### config.mk
export PLATFORM = sky130hd
export DESIGN_NAME = win5x5_assembler
export DESIGN_NICKNAME = d
export VERILOG_FILES = /design/src/rtl/canny_pkg.sv /design/src/rtl/raster_counter.sv /design/src/rtl/win5x5_assembler.sv
export SDC_FILE = /design/constraint.sdc
export NUM_CORES = 1
export LEC_CHECK = 0
export ABC_CLOCK_PERIOD_IN_PS = 3870
export CORE_ASPECT_RATIO = 1.4
export CORE_MARGIN = 1.5
export CORE_UTILIZATION = 44
export DETAILED_ROUTE_END_ITERATION = 7
export PLACE_DENSITY = 0.82
export RECOVER_POWER = 50
export SLEW_MARGIN = 5
export SYNTH_ARGS = -nofsm -noshare
export SYNTH_HDL_FRONTEND = slang
export SYNTH_HIERARCHICAL = 1
export SYNTH_SLANG_ARGS = --single-unit
### constraint.sdc
create_clock -name clk -period 3.87 [get_ports clk]
set_input_delay 0.774 -clock clk [delete_from_list [all_inputs] [get_ports clk]]
set_output_delay 0.774 -clock clk [all_outputs]
set_load 0.03 [all_outputs]
### src/rtl/canny_pkg.sv
// Shared constants, pixel type and window indexing for the Canny pipeline stages.
package canny_pkg;

    localparam int KSIZE     = 5;
    localparam int PIX_W     = 8;
    localparam int IMG_W_DEF = 514;
    localparam int IMG_H_DEF = 514;

    typedef logic [PIX_W-1:0] pixel_t;

    // Row-major flat index of window element (r,c); r=0 is the top row, c=0 the oldest column.
    function automatic int win_idx(input int r, input int c);
        return r * KSIZE + c;
    endfunction

endpackage

### src/rtl/raster_counter.sv
// Raster x/y position tracker with line/frame wrap and start-of-frame resync.
module raster_counter #(
    parameter int W_MAX = 514,
    parameter int H_MAX = 514
) (
    input  logic                       clk,
    input  logic                       rst,
    input  logic                       i_adv,
    input  logic                       i_sof,
    output logic [$clog2(W_MAX)-1:0]   o_px,
    output logic [$clog2(H_MAX)-1:0]   o_py,
    output logic                       o_last
);

    localparam int XW = $clog2(W_MAX);
    localparam int YW = $clog2(H_MAX);

    logic [XW-1:0] r_x;
    logic [YW-1:0] r_y;
    logic [XW-1:0] w_px;
    logic [YW-1:0] w_py;
    logic          w_x_wrap;
    logic          w_y_wrap;

    // sof overrides the running counters so the current column is (0,0).
    always_comb begin
        w_px     = i_sof ? '0 : r_x;
        w_py     = i_sof ? '0 : r_y;
        w_x_wrap = (w_px == XW'(W_MAX - 1));
        w_y_wrap = (w_py == YW'(H_MAX - 1));
    end

    always_ff @(posedge clk) begin
        if (rst) begin
            r_x <= '0;
            r_y <= '0;
        end else if (i_adv) begin
            if (w_x_wrap) begin
                r_x <= '0;
                r_y <= w_y_wrap ? '0 : w_py + YW'(1);
            end else begin
                r_x <= w_px + XW'(1);
                r_y <= w_py;
            end
        end
    end

    assign o_px   = w_px;
    assign o_py   = w_py;
    assign o_last = w_x_wrap && w_y_wrap;

endmodule

### src/rtl/win5x5_assembler.sv
// Assembles line-buffer column taps into a sliding 5x5 window with in-image validity,
// centre coordinates and an end-of-frame pulse.
module win5x5_assembler
    import canny_pkg::*;
#(
    parameter int IMG_W = IMG_W_DEF,
    parameter int IMG_H = IMG_H_DEF,
    parameter int PIX_W = canny_pkg::PIX_W
) (
    input  logic                             clk,
    input  logic                             rst,
    input  logic                             i_col_valid,
    input  logic                             i_sof,
    input  logic [KSIZE*PIX_W-1:0]           i_col_data,
    output logic [KSIZE*KSIZE*PIX_W-1:0]     o_win_data,
    output logic                             o_win_valid,
    output logic [$clog2(IMG_W)-1:0]         o_ctr_x,
    output logic [$clog2(IMG_H)-1:0]         o_ctr_y,
    output logic                             o_frame_done
);

    localparam int XW = $clog2(IMG_W);
    localparam int YW = $clog2(IMG_H);

    logic [PIX_W-1:0] r_win [KSIZE*KSIZE];
    logic             r_win_valid;
    logic [XW-1:0]    r_ctr_x;
    logic [YW-1:0]    r_ctr_y;
    logic             r_frame_done;

    logic [XW-1:0]    w_px;
    logic [YW-1:0]    w_py;
    logic             w_last;
    logic             w_in_img;

    raster_counter #(
        .W_MAX (IMG_W),
        .H_MAX (IMG_H)
    ) u_raster_counter (
        .clk    (clk),
        .rst    (rst),
        .i_adv  (i_col_valid),
        .i_sof  (i_sof),
        .o_px   (w_px),
        .o_py   (w_py),
        .o_last (w_last)
    );

    // A window is whole once KSIZE columns of the current line have arrived, below KSIZE-1 lines.
    assign w_in_img = (w_px >= XW'(KSIZE - 1)) && (w_py >= YW'(KSIZE - 1));

    always_ff @(posedge clk) begin
        if (rst) begin
            for (int i = 0; i < KSIZE * KSIZE; i++) begin
                r_win[i] <= '0;
            end
        end else if (i_col_valid) begin
            for (int r = 0; r < KSIZE; r++) begin
                for (int c = 0; c < KSIZE - 1; c++) begin
                    r_win[win_idx(r, c)] <= r_win[win_idx(r, c + 1)];
                end
                r_win[win_idx(r, KSIZE - 1)] <= i_col_data[r*PIX_W +: PIX_W];
            end
        end
    end

    always_ff @(posedge clk) begin
        if (rst) begin
            r_win_valid  <= 1'b0;
            r_frame_done <= 1'b0;
            r_ctr_x      <= '0;
            r_ctr_y      <= '0;
        end else begin
            r_win_valid  <= i_col_valid && w_in_img;
            r_frame_done <= i_col_valid && w_last;
            if (i_col_valid && w_in_img) begin
                r_ctr_x <= w_px - XW'(KSIZE / 2);
                r_ctr_y <= w_py - YW'(KSIZE / 2);
            end
        end
    end

    for (genvar i = 0; i < KSIZE * KSIZE; i++) begin : g_flat
        assign o_win_data[i*PIX_W +: PIX_W] = r_win[i];
    end

    assign o_win_valid  = r_win_valid;
    assign o_ctr_x      = r_ctr_x;
    assign o_ctr_y      = r_ctr_y;
    assign o_frame_done = r_frame_done;

endmodule

After elaboration in Yosys (flattened, before gate mapping):

Memory sizes are Yosys's and may differ from the RTL's.
Cells that the tools add are included.

* add/sub/neg operators: 4
* $lt $le $gt $ge: 2
* equal/unequal tests: 2
* mux-type cells: 35
* bitwise operators: 25
* reductions and logical operators: 4

Operators by type and width (count)
* two-way mux 8 bit: 25
* two-way mux 10 bit: 5
* bitwise OR 1 bit: 25
* adder 10 x 1 -> 10 bit, second input constant: 2
* equality test 10 bit, second input constant: 2
* greater-or-equal comparator 10 x 3 -> 1 bit, second input constant: 2
* subtractor 10 x 2 -> 10 bit, second input constant: 2
* two-way mux 1 bit: 5
* logical AND 1 bit: 4

* bits in registers: 42
* bits in writable memories: 200
* logic and storage cells: 79
* memories: 1

Memories
* r_win: depth 25, width 8, read ports 25, clocked after memory_dff 0, write ports 25, line win5x5_assembler.sv:25 `logic [PIX_W-1:0] r_win [KSIZE*KSIZE];`

Longest topological paths before layout:

Gate-level depths: netlist of the first run.

* depth after elaboration: 4
* mapped depth: 12
* mapped depth without buffers: 8

By module:

Netlist of the first run, hierarchy kept.

By module, submodules not included
* win5x5_assembler: instances 1, cells an instance 540, area each 8490.6 µm², seq. area each 6446.2 µm²
* raster_counter: instances 1, cells an instance 173, area each 1302.5 µm², seq. area each 400.4 µm²

Least setup slack after synthesis of the first run:

Ideal clock, no wire load.

* path type: in2reg
* from: input rst
* to: memory r_win[0][0] (enable)
* setup time: 0.477 ns
* data arrival time: 3.513 ns
* required time: 3.393 ns
* slack: -0.120 ns
* cell stages on the path: 2
* path buffers: 1
* cell sequence: clkbuf_1 -> or2_2

RTL lines
* start: declaration: line win5x5_assembler.sv:11 `input logic rst,`
* end: declaration: line win5x5_assembler.sv:25

==> results of run 1 <==
==> area by class of cell <==
type                            instances  share of cell area, %
Timing Repair Buffer                  281                   20.8
Multi-Input combinational cell        419                   20.2
Tap cell                              297                   2.74
Clock inverter                          9                  0.489
Inverter                               13                  0.360
Clock buffer                           35                   4.89
Sequential cell                       242                   50.5
==> metrics by stage <==
| step | utilization [%] | instances | setup WS [ns] |
|---|---|---|---|
| 6_report | 62.0 | 1296 | 0.755 |
| 5_1_grt | 62.0 | 1296 | 0.609 |
| 4_1_cts | 62.0 | 1296 | 1.00 |
| 3_5_place_dp | 58.7 | 1252 | 0.493 |
| 3_3_place_gp | 58.7 | 1252 | 0.563 |
| 2_1_floorplan | - | 713 | 0.175 |
==> power by group <==
part	internal, mW	switching [mW]	leakage [nW]
Sequential	2.99	0.0715	2.53
Clock	1.25	0.915	0.351
Combinational	0.339	0.499	2.04
==> worst max-delay path: stages <==
cell      delay, ns
clkbuf_1       1.60
or2_4          0.48
buf_12         0.33
==> Yosys cell counts, types with 7 or more instances <==
master / n
a211oi_2: 10
a21oi_1: 29
and2_1: 148
clkbuf_1: 34
dfxtp_1: 42
edfxtp_1: 200
inv_1: 13
nand2_1: 15
nand2b_1: 7
nor2_1: 18
nor2b_1: 75
nor3_1: 10
o21ai_0: 15
xnor2_1: 11
==> routing by layer <==
metal  routed length, um  global-route usage, %
met5                   0                      0
met4                 475                   5.12
met3                1790                   4.35
met2               11900                   35.1
met1                8340                   21.4
==> flip-flops by register name, indices dropped and copies added (netlist names) <==
name and cells:
o_ctr_x 10, o_ctr_y 10, o_frame_done 1, o_win_valid 1, r_win 200, u_raster_counter/r_x 10
u_raster_counter/r_y 10
==> worst paths after layout <==
kind / to / start / depth (start not counted) / slack (ns)
max: r_win[0][9] / rst / 3 / 0.76
min: u_raster_counter/r_y[8] / u_raster_counter/r_y[8] / 2 / 0.48
max reg2reg: u_raster_counter/r_y[9] / u_raster_counter/r_x[0] / 7 / 1.40
min reg2reg: u_raster_counter/r_y[8] / u_raster_counter/r_y[8] / 2 / 0.48
==> cells by family after synthesis <==
| group | after synthesis | share of synthesized area [%] |
|---|---|---|
| simple gates | 319 | 20.2 |
| flops | 242 | 69.9 |
| compound gates | 81 | 5.79 |
| buf+inv | 52 | 2.21 |
| xor+xnor | 14 | 1.25 |
| fa+ha+maj | 5 | 0.639 |
==> layout by cell type (no fill, tap or decap), drive strengths merged, types with 2 or more instances in the layout <==
cell / count
a211oi: 16
a21oi: 29
a22oi: 4
a311oi: 3
a31oi: 4
and2: 148
and3: 6
and4: 2
buf: 16
clkbuf: 36
clkdlybuf4s50: 264
clkinv: 8
dfxtp: 42
edfxtp: 200
ha: 5
inv: 13
nand2: 15
nand2b: 7
nand3: 5
nand3b: 3
nand4: 2
nand4b: 6
nor2: 19
nor2b: 75
nor3: 11
nor4: 6
o211ai: 3
o21ai: 16
or3: 3
or4: 5
or4b: 2
xnor2: 11
xor2: 3
==> results.toml, run 1 <==
[sta]
hold_slack_ns = 0.483
setup_violations = 0
fin_crit_ns = 3.11
report.final.slew_viol_count = 47
post-route-period-util_pct = 80.5
worst_pin_slew_ns = 2.28
slew_headroom_pct = -52.0
hold_viol_final = 0
rsz0062_at_grt = "no"
max_freq_ghz = 0.321
setup_tns_ns = 0
clock_skew_ns = 0.0101

[clock_tree]
cts_tree = "done"
clock_path_buffers = 3
cts_setup_buffers = 0
numCtsBuffers = 24
numClockSinks = 242
cts-root-buf = "clkbuf_16"
clk_pin_slew_ns = 0.06
cts-resized-gates = 0
cts_max_level = 1
worstSkewPairLatency_ns = 0.51
hold_buffers = 0

[floorplanning]
die_x_um = 129
design.core.area_mm2 = 0.0219
initial_core_util_pct = 44.8
die_y_um = 180
num_rows = 64
ioPinCount = 266
die_area_mm2 = 0.0232

[cells_and_area]
multi_input_area_mm2 = 0.00274
syn2layout_area_growth_pct = 38.4
fin_area_mm2 = 0.0136
nNetsFinal = 1030
drive_above_1_share_pct = 6.81
register_area_mm2 = 0.00685
diodes = 0
fill_cells = 1613

[routing]
drt_iter0_drc = 476
dr.pass1.iters = 4
drc = 0
wl_mm = 22.5
dr_total_vias = 6389
postRouteAntennaNets = 0
avgViaCountPerCell = 4.93
wl_per_cell_um = 17.4

[placed_design]
globalplace.congestion = 0.884
numPortBuffers = 265
hpwlAfterDp_mm = 15.5
placed_area_mm2 = 0.0128

[logic_synthesis]
syn-num-nets = 762
syn_area_per_cell_um2 = 13.7
synth_top_cell_area_share_pct = 61.3
synth_edf_count = 200
async_flop_share_pct = 0
yosys_register_bits = 242
syn_area_mm2 = 0.00979
syn_inst = 713
yosysWarningCount = 6
ys_seq_area_share_pct = 69.9
synthTopCellsByArea = "edfxtp_1 (61%), and2_1 (9.5%), dfxtp_1 (8.6%)"
synth_cell_types = 48
yosysTopAreaCell = "edfxtp_1"
synthFlopType = "edfxtp_1"

[power_and_ir_drop]
ir_drop_v = 0.000324
totalPowerFinal_mw = 6.07
p_per_area_mw_per_mm2 = 448
power.leakage_nw = 4.93

[run_status]
failed_checks = "max-capacitance violations, max-slew violations"
outcome = "finished, violations left"

[min_path]
min_path_type = "flip-flop to flip-flop"

[grt]
antenna_found_initial = 1
overflow = 0
grt_pass1_vias = 6313
grt_pass1_wl_mm = 34.1
grt_max_degree = 146
track_usage_pct = 18.9

[worst_setup_path]
required_ns = 4.03
crit_path_end_kind = "flip-flop"
start_kind = "input pin"
critPathArrivalTime_ns = 3.27
critPathKind = "input pin to flip-flop"
critPathMaxFanout = 73

[job]
cap_viol_max_count = 1
No activity file was read; power rests on OpenSTA's default activity.
==> run 2, diff against run 1 <==
ABC_CLOCK_PERIOD_IN_PS = 2700   (was 3870)
clock period = 2.7 ns   (was 3.87 ns; I/O delays follow)
==> run 2 against run 1 <==
  * The run now ends clean
  * Combinational power is 44% higher
  * Setup slack worse by 0.64 ns
  * Worst hold slack better by 0.00051 ns
  * Largest power group unchanged
==> results.toml, run 2 (synthesis gave the netlist of run 1 again) <==
[clock_tree]
numCtsBuffers = 24
cts_tree = "done"
clock_path_buffers = 3
cts-root-buf = "clkbuf_16"
cts_max_level = 1
worstSkewPairLatency_ns = 0.50
numClockSinks = 242
clk_pin_slew_ns = 0.06
hold_buffers = 0

[worst_setup_path]
critPathArrivalTime_ns = 2.96
critical_path.cell_chain = "clkdlybuf4s50_1, nor2b_2, ha_1, or4b_4, or3_1, or4b_4, nand4_1, o311ai_2"
required_ns = 3.08
crit_path_end_kind = "flip-flop"
cpMostUsedCell = "or4b_4"
crit_slowest_cell = "or4b_4"
critPathKind = "input pin to flip-flop"
start_kind = "input pin"
cp_slowest_stage_delay_ns = 0.54
critPathMaxFanout = 4

[routing]
wl_mm = 23.3
drc = 0
dr.pass1.iters = 4
avgViaCountPerCell = 4.99
postRouteAntennaNets = 0
drt_iter0_drc = 430
wl_met2_mm = 12.4
wl_met3_mm = 1.49
drt-met1-wl_mm = 8.65
highest_layer = "met4"
wl_per_cell_um = 17.4
dr_total_vias = 6675

[grt]
antenna_found_initial = 0
grt_pass1_vias = 6578
overflow = 0
grt_max_degree = 70
grt_pass1_wl_mm = 35.6
track_usage_pct = 19.6

[floorplanning]
die_area_mm2 = 0.0232
die_y_um = 180
ioPinCount = 266
die_x_um = 129
num_rows = 64
design.core.area_mm2 = 0.0219
initial_core_util_pct = 44.8

[run_status]
outcome = "finished, final reports clean"

[placed_design]
globalplace.congestion = 0.834
numPortBuffers = 265
placed_area_mm2 = 0.0132
hpwlAfterDp_mm = 16.7

[power_and_ir_drop]
ir_drop_v = 0.000430
power.leakage_nw = 5.19
p_per_area_mw_per_mm2 = 661
totalPowerFinal_mw = 9.24

[cells_and_area]
final_common_cell = "clkdlybuf4s50_1"
syn2layout_area_growth_pct = 42.8
diodes = 0
drive_above_1_share_pct = 11.1
regMostFlops = "r_win"
nNetsFinal = 1073
fin_area_mm2 = 0.0140
largest_register_ff_count = 200
final_cell_mix = "clkdlybuf4s50_1 (263), edfxtp_1 (200), and2_1 (121)"

[sta]
slew_headroom_pct = 3.78
worst_pin_slew_ns = 1.44
fin_crit_ns = 2.58
setup_violations = 0
post-route-period-util_pct = 95.7
rsz0062_at_grt = "no"
hold_viol_final = 0
report.final.slew_viol_count = 0
setup_tns_ns = 0
max_freq_ghz = 0.387
clock_skew_ns = 0.0102

[min_path]
min_path_type = "flip-flop to flip-flop"

[job]
cap_viol_max_count = 0
[run 2: area by class of cell]
cell class                 count  area [um2]
clock buffer                  29         641
clock inverter                15         233
fill                        1592        7880
inverter                      13        48.8
multi-input combinational    419        2750
sequential                   242        6850
tap                          297         372
timing repair buffer         324        3090
[run 2: timing repair]
| action | in CTS | in global routing |
|---|---|---|
| gates resized for setup | 0 | 2 |
| endpoints found under the setup margin | 0 | 9 |
| buffers inserted | 0 | 1 |
[run 2: critical path, delay by kind of cell]
| family | cells | cell delay, ns |
|---|---|---|
| adder cells (fa/ha/maj) | 1 | 0.15 |
| AND/OR/NAND/NOR | 5 | 1.64 |
| buffers and inverters | 1 | 0.53 |
| AO/OA/AOI/OAI | 1 | 0.10 |
[run 2: per-layer routing]
metal / up-vias / global-route usage [%]
met2: 248 / 36.4
met1: 3227 / 22.2
li1: 3156 / -
met4: 0 / 6.97
met3: 44 / 3.30
met5: - / 0
[run 2: final timing paths]
check	startpoint	to	slack (ns)	cells past startpoint
setup / recovery	i_sof	u_raster_counter/r_y[9]	0.12	8
setup reg to reg	u_raster_counter/r_x[0]	u_raster_counter/r_y[9]	0.34	7
hold / removal	u_raster_counter/r_y[8]	u_raster_counter/r_y[8]	0.48	2
hold reg to reg	u_raster_counter/r_y[8]	u_raster_counter/r_y[8]	0.48	2
[run 2: stage by stage]
step	setup slack, ns	cells	utilization (%)	hold WS, ns
after floorplan	-0.243	713	-	0.449
after global placement	-0.343	1294	60.5	0.469
after detailed placement	-0.392	1294	60.5	0.472
after CTS	0.150	1338	64.4	0.439
after global routing	0.00790	1339	64.0	0.531
final	0.116	1339	64.0	0.483
[run 2: where the power goes]
group | internal (mW) | switching, mW | leakage [nW] | total, mW
clock | 2.27 | 1.36 | 0.425 | 3.63
combinational | 0.491 | 0.724 | 2.24 | 1.21
sequential | 4.29 | 0.106 | 2.53 | 4.39
total | 7.05 | 2.19 | 5.19 | 9.24
